**src/rtl/riscv_32i_defs_pkg.sv**
```systemverilog
// rtl/riscv_32i_defs_pkg.sv - shared RV32I widths, types and constants
package riscv_32i_defs_pkg;

    localparam int XLEN           = 32;
    localparam int NUM_REGS       = 32;
    localparam int REG_ADDR_WIDTH = 5;

    typedef logic [XLEN-1:0]           word_t;
    typedef logic [REG_ADDR_WIDTH-1:0] reg_addr_t;

    localparam reg_addr_t ZERO_REG = 5'd0;

endpackage

```
**src/rtl/reg_file_rd_port.sv**
```systemverilog
// rtl/reg_file_rd_port.sv - one combinational read port; forwards wr_data when REG_FILE_WR_BYPASS_EN
module reg_file_rd_port
    import riscv_32i_defs_pkg::*;
#(
    parameter int DATA_WIDTH = XLEN,
    parameter int NUM_REGS   = 32,
    parameter int ADDR_WIDTH = REG_ADDR_WIDTH
) (
    input  logic [DATA_WIDTH-1:0] i_regs [NUM_REGS],
    input  logic [ADDR_WIDTH-1:0] i_rd_reg,
    input  logic                  i_wr_fire,
    input  logic [ADDR_WIDTH-1:0] i_wr_reg,
    input  logic [DATA_WIDTH-1:0] i_wr_data,
    output logic [DATA_WIDTH-1:0] o_rd_data
);
    logic w_rd_is_zero;
    assign w_rd_is_zero = (i_rd_reg == ADDR_WIDTH'(ZERO_REG));

`ifdef REG_FILE_WR_BYPASS_EN
    always_comb begin
        o_rd_data = '0;
        if (!w_rd_is_zero) begin
            if (i_wr_fire && (i_wr_reg == i_rd_reg))
                o_rd_data = i_wr_data;
            else
                o_rd_data = i_regs[i_rd_reg];
        end
    end
`else
    logic w_unused_wr;
    assign w_unused_wr = ^{i_wr_fire, i_wr_reg, i_wr_data};

    always_comb begin
        o_rd_data = '0;
        if (!w_rd_is_zero)
            o_rd_data = i_regs[i_rd_reg];
    end
`endif
endmodule

```
**src/rtl/rv32i_reg_file.sv**
```systemverilog
// rtl/rv32i_reg_file.sv - RV32I register file, 2R/1W, x0 hardwired; optional REG_FILE_WR_BYPASS_EN
module rv32i_reg_file
    import riscv_32i_defs_pkg::*;
#(
    parameter int DATA_WIDTH = XLEN,
    parameter int NUM_REGS   = 32,
    parameter int ADDR_WIDTH = REG_ADDR_WIDTH
) (
    input  logic                  clk,
    input  logic                  rst,
    input  logic                  wr_en,
    input  logic [ADDR_WIDTH-1:0] wr_reg,
    input  logic [DATA_WIDTH-1:0] wr_data,
    input  logic [ADDR_WIDTH-1:0] rd_reg_1,
    input  logic [ADDR_WIDTH-1:0] rd_reg_2,
    output logic [DATA_WIDTH-1:0] rd_data_1,
    output logic [DATA_WIDTH-1:0] rd_data_2
);
    logic [DATA_WIDTH-1:0] r_regs [1:NUM_REGS-1];
    logic [DATA_WIDTH-1:0] w_regs [NUM_REGS];
    logic                  w_wr_fire;

    assign w_wr_fire = wr_en && !rst && (wr_reg != ADDR_WIDTH'(ZERO_REG));

    always_ff @(posedge clk or posedge rst) begin
        if (rst) begin
            for (int i = 1; i < NUM_REGS; i++)
                r_regs[i] <= '0;
        end else if (w_wr_fire) begin
            r_regs[wr_reg] <= wr_data;
        end
    end

    // x0 has no flops; the read mux sees a constant zero in slot 0.
    always_comb begin
        w_regs[0] = '0;
        for (int i = 1; i < NUM_REGS; i++)
            w_regs[i] = r_regs[i];
    end

    reg_file_rd_port #(
        .DATA_WIDTH (DATA_WIDTH),
        .NUM_REGS   (NUM_REGS),
        .ADDR_WIDTH (ADDR_WIDTH)
    ) u_rd_port_1 (
        .i_regs    (w_regs),
        .i_rd_reg  (rd_reg_1),
        .i_wr_fire (w_wr_fire),
        .i_wr_reg  (wr_reg),
        .i_wr_data (wr_data),
        .o_rd_data (rd_data_1)
    );

    reg_file_rd_port #(
        .DATA_WIDTH (DATA_WIDTH),
        .NUM_REGS   (NUM_REGS),
        .ADDR_WIDTH (ADDR_WIDTH)
    ) u_rd_port_2 (
        .i_regs    (w_regs),
        .i_rd_reg  (rd_reg_2),
        .i_wr_fire (w_wr_fire),
        .i_wr_reg  (wr_reg),
        .i_wr_data (wr_data),
        .o_rd_data (rd_data_2)
    );
endmodule

```
**config.mk**
```make
export PLATFORM = sky130hd
export DESIGN_NAME = rv32i_reg_file
export DESIGN_NICKNAME = d
export VERILOG_FILES = /design/src/rtl/riscv_32i_defs_pkg.sv /design/src/rtl/reg_file_rd_port.sv /design/src/rtl/rv32i_reg_file.sv
export SDC_FILE = /design/constraint.sdc
export NUM_CORES = 2
export LEC_CHECK = 0
export BUFFER_PORTS_ARGS = -buffer_cell sky130_fd_sc_hd__buf_2
export CAP_MARGIN = 20
export CELL_PAD_IN_SITES_DETAIL_PLACEMENT = 0
export CELL_PAD_IN_SITES_GLOBAL_PLACEMENT = 1
export CORE_ASPECT_RATIO = 1.1
export CORE_UTILIZATION = 40
export CTS_BUF_LIST = sky130_fd_sc_hd__clkbuf_8
export DETAILED_ROUTE_END_ITERATION = 8
export PLACE_DENSITY = 0.74
export RECOVER_POWER = 25
export SETUP_SLACK_MARGIN = 0.4
export SLEW_MARGIN = 20
export SYNTH_ARGS = -nofsm -noshare
export SYNTH_HDL_FRONTEND = slang
export SYNTH_SLANG_ARGS = --single-unit
export TNS_END_PERCENT = 5
```
**constraint.sdc**
```tcl
create_clock -name clk -period 63.2 [get_ports clk]
set_input_delay 9.48 -clock clk [delete_from_list [all_inputs] [get_ports clk]]
set_output_delay 9.48 -clock clk [all_outputs]
set_load 0.05 [all_outputs]
```
* Word level (Yosys, flattened, before mapping) *
Index checks and enable logic that the tools add are counted.

cells by class
  magnitude comparators = 4
  mux-type cells = 11
  bitwise logic cells = 3
  reduce and logical (&&, ||, !) cells = 7

operators by type and width
  kind                                                number
  bitwise mux 992 bit                                 1
  binary-select mux 32 bit (select 5 bit)             2
  two-way mux 32 bit                                  7
  demux 32 bit (select 5 bit)                         1
  >= comparator 6 bit, second input constant          3
  NOT 5 -> 6 bit                                      3
  zero test 5 bit                                     2
  < comparator 6 x 1 -> 1 bit, second input constant  1
  nonzero test 5 bit                                  1
  logical AND 1 bit                                   3
  zero test 1 bit                                     1

word-level totals
  bits in registers = 992
  input bits = 50
  output and inout port bits = 64
  logic and storage cells = 56

* Logic depth before layout (Yosys ltp) *
  word-level depth = 6
  mapped depth = 9
  gate-level depth less buffers = 4

* Modules after synthesis *
Synthesis repeated with hierarchy kept, for this count alone.

unflattened totals
  cells, all modules = 3,553
  area, all modules = 53,821.6 um^2

modules (own cells, without submodules)
  module            times used  cells an instance  area each (um^2)  sequential area each (um^2)
  rv32i_reg_file    1           2,225              37,085.6          24,823.8
  reg_file_rd_port  2           664                8,368.0           0.0

* Worst setup path before layout *
No wires, ideal clock.

  kind = input to output
  start = in rd_reg_2[0]
  end = out rd_data_2[31]
  arrival = 12.024 ns
  required time = 53.720 ns
  path slack = 41.696 ns
  stages on the path = 8
  path buffers = 4
  cell sequence = buf_6 buf_6 buf_6 buf_4 mux2i_1 o22ai_1 nor3_1 nor4b_1

on the way
  cells in the longest elaborated chain, start to end = 5
  elaborated cells between the ends (all ways) = 6
  those cells by class = 4 x mux; 1 x bitwise; 1 x reduce/logical

RTL lines
  element                                                RTL line                RTL
  start: declaration                                     rv32i_reg_file.sv:15    input logic [ADDR_WIDTH-1:0] rd_reg_2,
  NOT 5 -> 6 bit (not written as such)                   reg_file_rd_port.sv:36  o_rd_data = i_regs[i_rd_reg];
  binary-select mux 32 bit (select 5 bit)                reg_file_rd_port.sv:36
  two-way mux 32 bit (not written as such) (2 in a row)  reg_file_rd_port.sv:36
  two-way mux 32 bit (*)                                 reg_file_rd_port.sv:35  if (!w_rd_is_zero)
  end: declaration                                       rv32i_reg_file.sv:17    output logic [DATA_WIDTH-1:0] rd_data_2

Mark *: on every way between the ends. The rest lies on a longest branch, timed or not. The select of a mux whose other input is x is not followed.

* Worst setup path after layout *
Same ends and word-level chain as after synthesis.

==> metrics.md <==
| Metric | Value |
|---|---|
| Largest net degree at the start of global routing | 137 |
| GR Overflow Total | 0 |
| Vias | 36500 |
| FF+latch area | 0.0248 mm² |
| Number of synthesized flops with an enable pin | 0 |
| CTS clk-pin slew, worst paths | 0.06 ns |
| DRT Wirelength | 171000 µm |
| Final min period | 23.69 ns |
| Layout cells sized above 1 | 39.4% |
| CTS Sinks | 992 |
| Routed wl met2 | 79100 µm |
| Unique masters post-synth | 37 |
| Core Rows | 140 |
| Min-delay worst type | flop to flop |
| Netlist Area Pre-Place | 0.0534 mm² |
| Initial DRC Count | 3227 |
| Final Cycle Share | 37.5% |
| Resized cells post-CTS | 0 |
| Net count after synthesis | 4092 |
| WL/cell | 29.0 µm |
| Predominant post-synthesis flop cell | dfrtp_1 |
| Fmax | 42.2 MHz |
| Cts hold-fix bufs | 0 |
| Finished layout cell area | 0.0584 mm² |
| Run status | complete, but fails checks |
| Critical path's slowest cell | buf_4 |
| RSZ-0062 raised after global routing | false |
| Mapped Cells | 4042 |
| Relative max-transition margin | -330% |
| Final Max Tran Viols | 577 |
| Post-CTS setup repair buffer count | 0 |
| Setup TNS | 0 ns |
| Die Height | 385 µm |
| Yosys reg bits | 992 |
| H-tree depth | 4 |
| Pwr dens | 28.7 mW/mm² |
| Fin. Hold Viols | 0 |
| Measured slew at the worst slew-check pin | 6.42 ns |
| TritonCTS clock tree | built |
| Total length of routed met3 wires | 12000 µm |
| Sequential share of the synthesized area | 46.5% |
| Placed Cells | 5595 |
| Detailed Place HPWL | 96600 µm |
| Area Overhead vs Synth | 9.37% |
| CP endpoint kind | output pin |
| TritonCTS Buffers | 164 |
| Clock latency on the worst-skew pair | 0.87 ns |
| Total number of yosys warnings | 0 |
| CTS Root Cell | clkbuf_8 |
| Worst path required time | 53.72 ns |
| Worst Setup Start Kind | input port |
| Setup Skew | 0 ns |
| Worst vdd ir | 0.0000196 V |
| Crit Path Max Fanout | 78 |
| Largest regs | r_regs x992 |
| Utilization after layout | 44.1% |
| Max reg flops | 992 |
| Total GRT Usage | 25.4% |
| Starting Density | 40.3% |
| Crit-path cells | buf_8, buf_4, buf_4, buf_4, mux2i_1, o22ai_1, nor3_1, nor4b_2, buf_2 |
| Max Root-Sink Buffers | 3 |
| Fin cells | 5900 |
| Final setup vio count | 0 |
| CP dominant cell by count | buf_4 |
| Syn avg cell area | 13.2 µm² |
| # fillers | 12200 |
| Die Wd | 350 µm |
| First-pass GRT wire length | 253000 µm |
| Max-cap viol count | 14 |
| Initial antenna violation count | 16 |
| Drt drc | 0 |
| Die footprint | 0.135 mm² |
| Layout Nets | 4036 |
| IO buf count | 113 |
| Post-DRT Antenna Nets | 0 |
| Vias in the first global route | 36700 |
| Drt via density | 6.19 |
| GPL Wtd Cong | 0.814 |
| I/O Pins | 114 |
| DR pass1 iterations | 5 |
| Arrival time worst endpoint | 14.21 ns |
| Leak pwr | 0.0271 µW |
| Post-Route M1 WL | 74500 µm |
| Post-synth ARST share | 100% |
| Placed Instance Area | 0.0550 mm² |
| Violated checks | capacitance limit, slew limit |
| CORE AREA | 0.132 mm² |
| Largest register by flop count | r_regs |
| Multi-input gate area | 0.0266 mm² |
| CP peak stage delay | 0.89 ns |
| Top Metal Used | met5 |
| CP Class | input port to output pin |
## power by group
part,total (µW),internal [µW],switching (µW),leakage [µW]
logic,295,145,151,0.0120
registers,782,720,62.0,0.0132
clock network,595,322,273,0.00197
## layout make-up
class / count / area share [%]
repair buffers: 201 / 2.12
inverters: 2 / 0.0150
diodes: 5 / 0.0214
well taps: 1775 / 3.80
clock buffers: 220 / 5.19
flip-flops and latches: 992 / 42.5
clock inverters: 80 / 0.763
multi-input cells: 2625 / 45.6
## per-stage QoR
stage | setup WS (ns) | power, µW | hold WS [ns]
floorplan | 25.81 | 1010 | 0.470
global placement | 39.54 | 1080 | 0.480
detailed placement | 39.53 | 1090 | 0.491
CTS | 39.50 | 1680 | 0.505
global route | 39.33 | 1750 | 0.524
finish | 39.51 | 1670 | 0.505
## cells by family after synthesis
logic type	synth area share, %
buf+inv	4.05
flops	46.5
compound gates	6.76
simple gates	2.98
mux	39.7
## worst max-delay path, delay by kind of cell
family / cells / cell delay (ns)
buf+inv: 5 / 3.38
mux: 1 / 0.17
compound gates: 1 / 0.20
simple gates: 2 / 0.82
## cell usage in the layout, fill, tap and decap left out, drive strengths merged
master	netlist	routed
nand2b	10	10
a31oi	31	31
clkinvlp	0	10
inv	2	57
nor4	28	28
bufinv	0	3
and2	5	5
nand2	21	21
a22o	31	31
o22ai	256	256
a211oi	34	34
clkinv	0	12
or2	6	6
o21ai	1	1
nor3	160	160
and3b	1	1
nand3b	4	4
a21oi	28	28
mux2	1056	1056
mux2i	630	630
dfrtp	992	992
clkbuf	207	231
nor4b	1	1
nor2	18	18
o211ai	4	4
buf	216	190
a22oi	64	64
a221o	63	63
mux4	133	133
nor3b	5	5
nor2b	34	34
diode	0	5
nand3	1	1
## routing by layer
metal,global-route usage (%),vias to the layer above
li1,-,15400
met1,35.2,19500
met2,39.7,1347
met3,4.80,355
met4,8.81,10
met5,0,-
## cell usage after synthesis (all sizes together), types with 5 or more instances
library cell	count	area share, %
a211oi	34	0.48
a21oi	28	0.26
a221o	63	1.2
a22o	31	0.51
a22oi	64	0.90
a31oi	31	0.36
and2	5	0.059
buf	216	2.6
clkbuf	207	1.5
dfrtp	992	47
mux2	1056	22
mux2i	630	12
mux4	133	5.6
nand2	21	0.15
nand2b	10	0.12
nor2	18	0.18
nor2b	34	0.40
nor3	160	1.5
nor3b	5	0.080
nor4	28	0.33
o22ai	256	3.0
or2	6	0.070
## worst paths after layout
path / cells after the start / slack (ns) / endpoint / start
worst max-delay path: 9 / 39.51 / rd_data_2[31] / rd_reg_2[0]
min in group asynchronous: 2 / 10.63 / r_regs[73] / rst
worst min-delay path: 1 / 0.51 / r_regs[572] / r_regs[572]
max in group asynchronous: 5 / 46.47 / r_regs[185] / rst
worst max register to register: 1 / 62.37 / r_regs[718] / r_regs[718]
worst min register to register: 1 / 0.51 / r_regs[572] / r_regs[572]
Power figures use the tool's default switching activity.
